### config.mk
export PLATFORM = sky130hd
export DESIGN_NAME = fifo_wr_arbiter
export DESIGN_NICKNAME = d
export VERILOG_FILES = /design/src/rtl/fifo_wr_arbiter.sv
export SDC_FILE = /design/constraint.sdc
export NUM_CORES = 1
export LEC_CHECK = 0
export CORE_ASPECT_RATIO = 1.1
export CORE_MARGIN = 10
export CORE_UTILIZATION = 36
export DETAILED_ROUTE_END_ITERATION = 12
export MAX_ROUTING_LAYER = met4
export PLACE_DENSITY = 0.79
export SLEW_MARGIN = 0
export SYNTH_ARGS = -nofsm -noshare
export SYNTH_HDL_FRONTEND = slang
export SYNTH_SLANG_ARGS = --single-unit
### constraint.sdc
create_clock -name clk_i -period 2.4 [get_ports clk_i]
set_clock_uncertainty 0.05 [all_clocks]
set_input_delay 0.48 -clock clk_i [delete_from_list [all_inputs] [get_ports clk_i]]
set_output_delay 0.48 -clock clk_i [all_outputs]
set_load 0.03 [all_outputs]
### src/rtl/fifo_wr_arbiter.sv
// Two-requester round-robin burst arbiter for a shared FIFO write port,
// with high/low watermark hysteresis on the FIFO occupancy.
module fifo_wr_arbiter #(
  parameter int unsigned DATA_W    = 8,
  parameter int unsigned CNT_W     = 4,
  parameter int unsigned HI_MARK   = 5,
  parameter int unsigned LO_MARK   = 2,
  parameter int unsigned BURST_LEN = 4
) (
  input  logic              clk_i,
  input  logic              rst_ni,
  input  logic              req0_valid_i,
  input  logic [DATA_W-1:0] req0_data_i,
  output logic              req0_ready_o,
  input  logic              req1_valid_i,
  input  logic [DATA_W-1:0] req1_data_i,
  output logic              req1_ready_o,
  input  logic [CNT_W-1:0]  fifo_words_i,
  output logic              fifo_wr_en_o,
  output logic [DATA_W-1:0] fifo_data_o,
  output logic [1:0]        grant_o,
  output logic              throttled_o
);

  localparam int unsigned BeatW = $clog2(BURST_LEN) + 1;
  localparam logic [CNT_W-1:0] HiMark   = CNT_W'(HI_MARK);
  localparam logic [CNT_W-1:0] LoMark   = CNT_W'(LO_MARK);
  localparam logic [BeatW-1:0] LastBeat = BeatW'(BURST_LEN - 1);

  typedef enum logic [1:0] {StIdle, StBurst, StDrain} state_e;

  state_e           state_q, state_d;
  logic             owner_q, owner_d;
  logic             last_owner_q, last_owner_d;
  logic [BeatW-1:0] beat_q, beat_d;

  logic owner_valid;
  logic hi_reached;
  logic lo_reached;

  assign owner_valid = owner_q ? req1_valid_i : req0_valid_i;
  assign hi_reached  = (fifo_words_i >= HiMark);
  assign lo_reached  = (fifo_words_i <= LoMark);

  always_comb begin
    fifo_wr_en_o = (state_q == StBurst) && owner_valid;
    req0_ready_o = fifo_wr_en_o && !owner_q;
    req1_ready_o = fifo_wr_en_o && owner_q;
    fifo_data_o  = '0;
    if (fifo_wr_en_o) begin
      fifo_data_o = owner_q ? req1_data_i : req0_data_i;
    end
    grant_o = 2'b00;
    if (state_q == StBurst) begin
      grant_o = owner_q ? 2'b10 : 2'b01;
    end
    throttled_o = (state_q == StDrain);
  end

  always_comb begin
    state_d      = state_q;
    owner_d      = owner_q;
    last_owner_d = last_owner_q;
    beat_d       = beat_q;
    unique case (state_q)
      StIdle: begin
        beat_d = '0;
        if (hi_reached) begin
          state_d = StDrain;
        end else if (req0_valid_i ^ req1_valid_i) begin
          owner_d = req1_valid_i;
          state_d = StBurst;
        end else if (req0_valid_i && req1_valid_i) begin
          owner_d = !last_owner_q;
          state_d = StBurst;
        end
      end
      StBurst: begin
        // A write in the same cycle as the watermark hit still completes.
        if (hi_reached) begin
          state_d      = StDrain;
          last_owner_d = owner_q;
        end else if (fifo_wr_en_o && (beat_q == LastBeat)) begin
          state_d      = StIdle;
          last_owner_d = owner_q;
        end else if (!owner_valid) begin
          state_d      = StIdle;
          last_owner_d = owner_q;
        end else begin
          beat_d = beat_q + BeatW'(1);
        end
      end
      StDrain: begin
        if (lo_reached) begin
          state_d = StIdle;
        end
      end
      default: state_d = StIdle;
    endcase
  end

  always_ff @(posedge clk_i or negedge rst_ni) begin
    if (!rst_ni) begin
      state_q      <= StIdle;
      owner_q      <= 1'b0;
      last_owner_q <= 1'b1;
      beat_q       <= '0;
    end else begin
      state_q      <= state_d;
      owner_q      <= owner_d;
      last_owner_q <= last_owner_d;
      beat_q       <= beat_d;
    end
  end

endmodule

Word level (Yosys, flattened, before mapping)
Cells that the tools add are included.

$add $sub $neg: 1. Multiply operators: 0. Divide/modulo/power cells: 0. Order comparisons: 2. Equality and inequality tests: 10. Shifts and indexed selects: 0. Multiplexer cells: 22. Bitwise operators: 2. Reduce and logical (&&, ||, !) cells: 14.

Operator list (number): 2-to-1 mux 2 bit (9); 2-to-1 mux 8 bit (2); 2-to-1 mux 3 bit (3); 2-to-1 mux 1 bit (6); != test 2 bit (second input constant) (3); one-hot mux 2 bit (3 select lines) (1); one-hot mux 3 bit (2 select lines) (1); AND reduction 3 bit (2); logical AND 1 bit (5); >= comparator 4 x 3 -> 1 bit (second input constant) (1); less-or-equal comparator 4 x 2 -> 1 bit (second input constant) (1); != test 4 x 3 -> 1 bit (second input constant) (1); != test 4 bit (second input constant) (1); AND reduction 4 bit (1); nonzero test 2 bit (2); adder 3 x 1 -> 3 bit (second input constant) (1); == test 3 x 2 -> 1 bit (second input constant) (1); != test 3 x 1 -> 1 bit (second input constant) (1); == test 2 x 1 -> 1 bit (second input constant) (1); == test 2 bit (second input constant) (1); logical NOT 1 bit (2); logical NOT 2 bit (1); != test 2 x 1 -> 1 bit (second input constant) (1); AND reduction 2 bit (1); 2 further kinds (2).

Flip-flop bits (word level): 7. Bits in latches: 0. Memory bits (writable): 0. Bits in read-only memories: 0. Bits of input ports: 24. Output and inout port bits: 14. Word-level logic and storage cells: 55. Memories kept: 0.

Longest topological paths before layout
Gate-level depths: netlist of run 1.

Depth after elaboration: 6. Depth in mapped cells: 5. Mapped depth without buffers: 5.

Least setup slack after synthesis of run 1
OpenSTA, ideal clock, no wires.

Kind: reg2out. Start: register state_q[1]. End: output fifo_data_o[0]. Arrival: 1.819 ns. Required time: 1.870 ns. Path slack: 0.051 ns. Stages on the path, launching flop included: 5. Path buffers: 1. Cells stage by stage: dfrtp_1 clkbuf_1 nand2b_1 nor3_2 a22o_1.

Cells in the longest elaborated chain, start to end: 3.

Ends and longest elaborated chain: start, declared (RTL line 32) `state_e state_q, state_d;`; start signal, assigned (RTL line 104) `state_q <= StIdle;`; start signal, assigned (RTL line 109) `state_q <= state_d;`; == test 2 x 1 -> 1 bit (RTL line 46) `fifo_wr_en_o = (state_q == StBurst) && owner_valid;`; logical AND 1 bit (RTL line 46); 2-to-1 mux 8 bit (RTL line 50) `if (fifo_wr_en_o) begin`; end, declared (RTL line 20) `output logic [DATA_W-1:0] fifo_data_o,`.

Every way passes these cells.

Worst setup path in the final report of run 1
Start: input req0_valid_i. End: output fifo_data_o[0].

Cells in the longest elaborated chain, start to end: 3.

Ends and longest elaborated chain: start, declared (RTL line 12) `input logic req0_valid_i,`; 2-to-1 mux 1 bit (RTL line 41) `assign owner_valid = owner_q ? req1_valid_i : req0_valid_i;`; logical AND 1 bit (RTL line 46); 2-to-1 mux 8 bit (RTL line 50).

Every way passes these cells.

==> results.tsv, run 1 <==
metric	value	unit
run status	finished clean	
CP Data Required Time	1.87	ns
Final Max Slew Viols	0	
H-tree depth	1	
Post-Synthesis Cells	66	
Syn Nets	94	
CTS Root Cell	clkbuf_4	
diode count	0	
layout cell share with drive strength beyond 1	24.3	%
Worst setup SP type	primary input	
GPL Wtd Cong	0.719	
dominant cell type by area after synthesis	dfrtp_1	
Hold WS	0.429	ns
clock slew at reported path FFs	0.05	ns
Metal-1 WL	783	um
GRT Total Usage	11.0	%
RSZ-0062 raised after global routing	false	
Die W	59.2	um
vias per cell	5.27	
Worst Tran Pin Value	0.394	ns
vias in the first global route	581	
Post-CTS Setup Bufs	0	
share of the synthesized area in the top cell type	24.6	%
nature of the critical path endpoint	output port	
Final HPWL DP	1720	um
CTS tree	yes	
synthesized area per cell	9.23	um^2
Leakage	0.453	nW
Fmax	0.442	GHz
DR pass1 iterations	4	
gr ovfl total	0	
WL per Instance	16.4	um
fin crit period	2.26	ns
Post-synth top flop	dfrtp_1	
WL final	2040	um
Starting Density	38.2	%
PwrDens	394	nW/um^2
IO buf count	37	
Post-synth top cells	a22o_1, dfrtp_1, nand2_1	
uppermost routed layer	met4	
later-pin clock latency in the skew report	0.24	ns
fill count	136	
critical path fanouts, max	9	
post-synthesis sequential area ratio	29.0	%
area of the multi-input gates	390	um^2
Placed Area	983	um^2
Via Count	654	
synth warn	0	
slew margin rel.	73.2	%
# hold bufs at CTS	0	
Reg area	176	um^2
Final Cell Area	1010	um^2
die height	63.2	um
total power	0.398	mW
synth-to-layout area growth	65.7	%
final net count	136	
CTS resizes	0	
I/O Pins	38	
CTS Buf Count	3	
Clock Tree Buf Depth	2	
post-route setup TNS	0	ns
Synth Register Bits	7	
final hold vios	0	
Post-route DRC	0	
first-pass GRT wire length	3250	um
Mapped Area	609	um^2
Max-Cap Viols	0	
WP data arrival	1.73	ns
# clock sinks	7	
Post-synth EDFFs	0	
Post-synth ARST share	100	%
die area	3740	um^2
most frequent cell after synthesis	a22o_1	
crit path kind	primary input to output port	
met2 wire length	1030	um
count of cell types in the netlist	31	
initial antenna violation count	0	
final-report setup violation count	0	
Core Box Area	1600	um^2
row count	15	
met3 routed WL	217	um
Peak VDD IR	383	uV
HP Class	primary input to async pin	
synth top area cells	dfrtp_1, a22o_1, ha_1, o41ai_1, dfstp_2	
antenna-violating nets left	0	
number of DRC markers in iteration 0	19	
fin crit share	94.2	%
largest net degree at the start of global routing	11	
[routing by layer]
layer	track usage (%)	vias up
met4	4.31	0
met1	13.1	293
li1	-	333
met3	3.21	2
met5	-	-
met2	16.8	26
[worst max-delay path, cell delays in order]
cell and delay (ns):
clkdlybuf4s50_1 0.53, inv_1 0.09, nor3_2 0.14, buf_4 0.18
a22o_1 0.15, buf_4 0.16
[sequential cells by signal, summed over array words and instances, names as in the netlist]
signal	flops
owner_q	1
beat_q	3
last_owner_q	1
state_q	2
[through the flow]
stage	setup slack (ns)	utilization, %	cells
after floorplan	0.0507	-	66
after global placement	0.182	61.6	120
after detailed placement	0.136	61.6	120
after global routing	0.0727	63.3	124
final	0.139	63.3	124
after CTS	0.131	63.3	124
[report_power, final]
group          switching, mW  internal [mW]  leakage, nW  total (mW)
logic                 0.0544         0.0760        0.350       0.130
registers             0.0234          0.143       0.0879       0.166
clock network         0.0383         0.0631       0.0150       0.101
[final timing paths]
path / start / end / slack (ns) / depth (start not counted)
min in group clk_i: beat_q[1]$_DFFE_PN0P_ / beat_q[1]$_DFFE_PN0P_ / 0.49 / 2
max reg2reg: beat_q[0]$_DFFE_PN0P_ / beat_q[2]$_DFFE_PN0P_ / 0.48 / 5
min: rst_ni / beat_q[2]$_DFFE_PN0P_ / 0.43 / 1
max in group asynchronous: rst_ni / last_owner_q$_DFFE_PN1P_ / 1.60 / 1
max: req0_valid_i / fifo_data_o[0] / 0.14 / 6
min reg2reg: beat_q[1]$_DFFE_PN0P_ / beat_q[1]$_DFFE_PN0P_ / 0.49 / 2
[logic make-up (layout without fill, tap and decap cells)]
| logic type | Yosys count | in the layout | synth area share, % |
|---|---|---|---|
| compound gates | 22 | 22 | 29.2 |
| simple gates | 21 | 21 | 20.7 |
| buf+inv | 9 | 50 | 6.98 |
| flops | 7 | 7 | 29.0 |
| fa+ha+maj | 4 | 4 | 8.21 |
| mux | 3 | 3 | 5.95 |
[placed cells by master (no fill, tap or decap)]
cell type and count:
and2_2 1, or4_4 1, mux2_1 1, mux2_2 1, o21ai_0 3, inv_1 4
dfstp_2 1, o211ai_1 1, dfrtp_1 6, clkbuf_1 1, o311ai_1 2, mux2i_2 1
ha_1 4, nor4b_1 1, nand2_1 5, nor3_2 1, o21a_1 1, o311a_1 1
clkdlybuf4s50_1 26, nor2b_1 2, a21o_1 1, nor2_1 3, and3b_1 1, and3_2 1
nand2b_1 1, clkbuf_4 3, nor3_1 1, a22o_1 8, and2_1 3, o41ai_1 4
buf_4 16, a22oi_1 1
[layout make-up]
cell class	count	share of cell area, %
clock buffers	4	2.60
inverters	4	1.49
multi-input cells	50	38.7
flip-flops and latches	7	17.5
well taps	17	2.11
repair buffers	42	37.7
Power figures use the tool's default switching activity.
==> run 2, diff against run 1 <==
--- a/config.mk
+++ b/config.mk
@@ -5,6 +5,7 @@
 export SDC_FILE = /design/constraint.sdc
 export NUM_CORES = 1
 export LEC_CHECK = 0
+export ABC_AREA = 1
 export CORE_ASPECT_RATIO = 1.1
 export CORE_MARGIN = 10
 export CORE_UTILIZATION = 36
==> run 2 against run 1 <==
Count of clock-buffer cells in the layout did not move. Sequential power is 9% higher. Combinational power is 130% higher. Die area is 0.14% higher. Largest power group is now combinational cells. Wire length decreased by 5.6%. Register-to-register slack improved by 0.53 ns.
==> results.tsv, run 2 <==
metric	value	unit
first-pass GRT wire length	3410	um
Via Count	764	
synth-to-layout area growth	63.9	%
Post-CTS Setup Bufs	0	
I/O Pins	38	
Most flops, register	beat_q	
Slowest-stage cell, CP	clkdlybuf4s50_1	
crit path kind	register to output port	
Leakage	0.545	nW
Crit path largest cell delay	0.71	ns
Hold WS	0.412	ns
later-pin clock latency in the skew report	0.26	ns
DR pass1 iterations	4	
crit-path cells	inv_2 -> nand2_4 -> nor2_1 -> clkdlybuf4s50_1	
CTS resizes	0	
Clock Tree Buf Depth	2	
WL per Instance	12.2	um
Mapped Area	611	um^2
diode count	0	
WP data arrival	1.68	ns
# hold bufs at CTS	0	
fin crit period	2.21	ns
H-tree depth	1	
setup ws final	0.188	ns
Syn Nets	128	
share of the synthesized area in the top cell type	28.9	%
vias in the first global route	844	
Final Max Slew Viols	0	
Post-synth top cells	nand2_1, nor2_1, inv_1	
number of DRC markers in iteration 0	10	
dominant cell type by area after synthesis	nand2_1	
CTS Buf Count	3	
largest registers	beat_q x3, state_q x2	
Core Box Area	1600	um^2
run status	finished clean	
row count	15	
max reg flops	3	
post-synthesis sequential area ratio	28.9	%
slew margin rel.	77.8	%
most common cell after layout, fill and taps aside	nand2_1	
vias per cell	4.84	
synthesized area per cell	6.11	um^2
CP top delay family	buffers and inverters	
antenna-violating nets left	0	
layout cell share with drive strength beyond 1	20.6	%
Post-Synthesis Cells	100	
CTS tree	yes	
CTS Root Cell	clkbuf_4	
count of cell types in the netlist	17	
GRT Total Usage	11.7	%
Worst setup SP type	register	
nature of the critical path endpoint	output port	
pre-CTS worst setup slack	0.343	ns
critical path fanouts, max	7	
final-report setup violation count	0	
GPL Wtd Cong	0.766	
Fmax	0.452	GHz
most frequent cells in the layout	nand2_1, clkdlybuf4s50_1, buf_4, nor2_1, inv_1	
largest net degree at the start of global routing	10	
fin crit share	92.2	%
Post-synth ARST share	100	%
Final HPWL DP	1650	um
PwrDens	586	nW/um^2
die area	3750	um^2
most frequent cell after synthesis	nand2_1	
Post-synth EDFFs	0	
Max-Cap Viols	0	
HP Class	register to register	
WL final	1920	um
final net count	170	
IO buf count	37	
Post-route DRC	0	
Post-synth top flop	dfrtp_1	
RSZ-0062 raised after global routing	false	
final core occ	62.7	%
Starting Density	38.3	%
synth top area cells	nand2_1, dfrtp_1, ha_1, nor2_1, inv_1	
post-route setup TNS	0	ns
synth warn	0	
final hold vios	0	
CP bufs+invs	2	
die height	63.2	um
Peak VDD IR	260	uV
clock slew at reported path FFs	0.05	ns
Worst Tran Pin Value	0.331	ns
gr ovfl total	0	
Die W	59.3	um
# clock sinks	7	
initial antenna violation count	0	
CP Data Required Time	1.87	ns
Synth Register Bits	7	
==> run 2: through the flow <==
| step | total power, mW | area (um^2) | std cells |
|---|---|---|---|
| 2_1_floorplan | 0.364 | 611 | 100 |
| 3_3_place_gp | 0.469 | 975 | 154 |
| 3_5_place_dp | 0.478 | 975 | 154 |
| 4_1_cts | 0.592 | 1000 | 158 |
| 5_1_grt | 0.641 | 1000 | 158 |
| 6_report | 0.587 | 1000 | 158 |
==> run 2: layout make-up <==
class	count	area, um^2
fillers	147	594
multi-input cells	80	385
repair buffers	37	343
flip-flops and latches	7	176
inverters	13	48.8
clock buffers	4	26.3
well taps	17	21.3
==> run 2: kinds of logic after synthesis <==
family                   synth area share (%)
AND/OR/NAND/NOR                          47.5
flip-flops                               28.9
AO/OA/AOI/OAI                            7.38
buffers and inverters                    7.99
adder cells (fa/ha/maj)                  8.20
==> run 2: path summary, 6_finish.rpt <==
check	startpoint	endpoint	slack, ns	depth (start not counted)
worst max-delay path	state_q[1]$_DFFE_PN0P_	grant_o[0]	0.19	4
worst min-delay path	last_owner_q$_DFFE_PN1P_	last_owner_q$_DFFE_PN1P_	0.41	2
worst max register to register	beat_q[0]$_DFFE_PN0P_	beat_q[2]$_DFFE_PN0P_	1.01	8
worst min register to register	last_owner_q$_DFFE_PN1P_	last_owner_q$_DFFE_PN1P_	0.41	2
max in group asynchronous	rst_ni	last_owner_q$_DFFE_PN1P_	1.57	1
min in group asynchronous	rst_ni	beat_q[0]$_DFFE_PN0P_	0.43	1
==> run 2: metal layers <==
layer / global-route usage (%) / share of wire, %
met1: 12.7 / 47
met2: 15.5 / 39
met3: 5.81 / 11
met4: 8.91 / 2.8
met5: - / 0
==> run 2: report_power, final <==
| group | switching, mW | internal, mW | leakage [nW] |
|---|---|---|---|
| clock network | 0.0480 | 0.0637 | 0.0150 |
| logic | 0.176 | 0.118 | 0.440 |
| registers | 0.0282 | 0.153 | 0.0892 |
| total | 0.252 | 0.335 | 0.545 |
==> run 2: worst register-to-register path: cells and delay by family, from the launching register on <==
kind,cells,cell delay (ns)
DFF,1,0.40
adders and majority gates,2,0.42
and+or+nand+nor,4,0.26
AOI/OAI and AO/OA,1,0.07
buffers and inverters,1,0.08
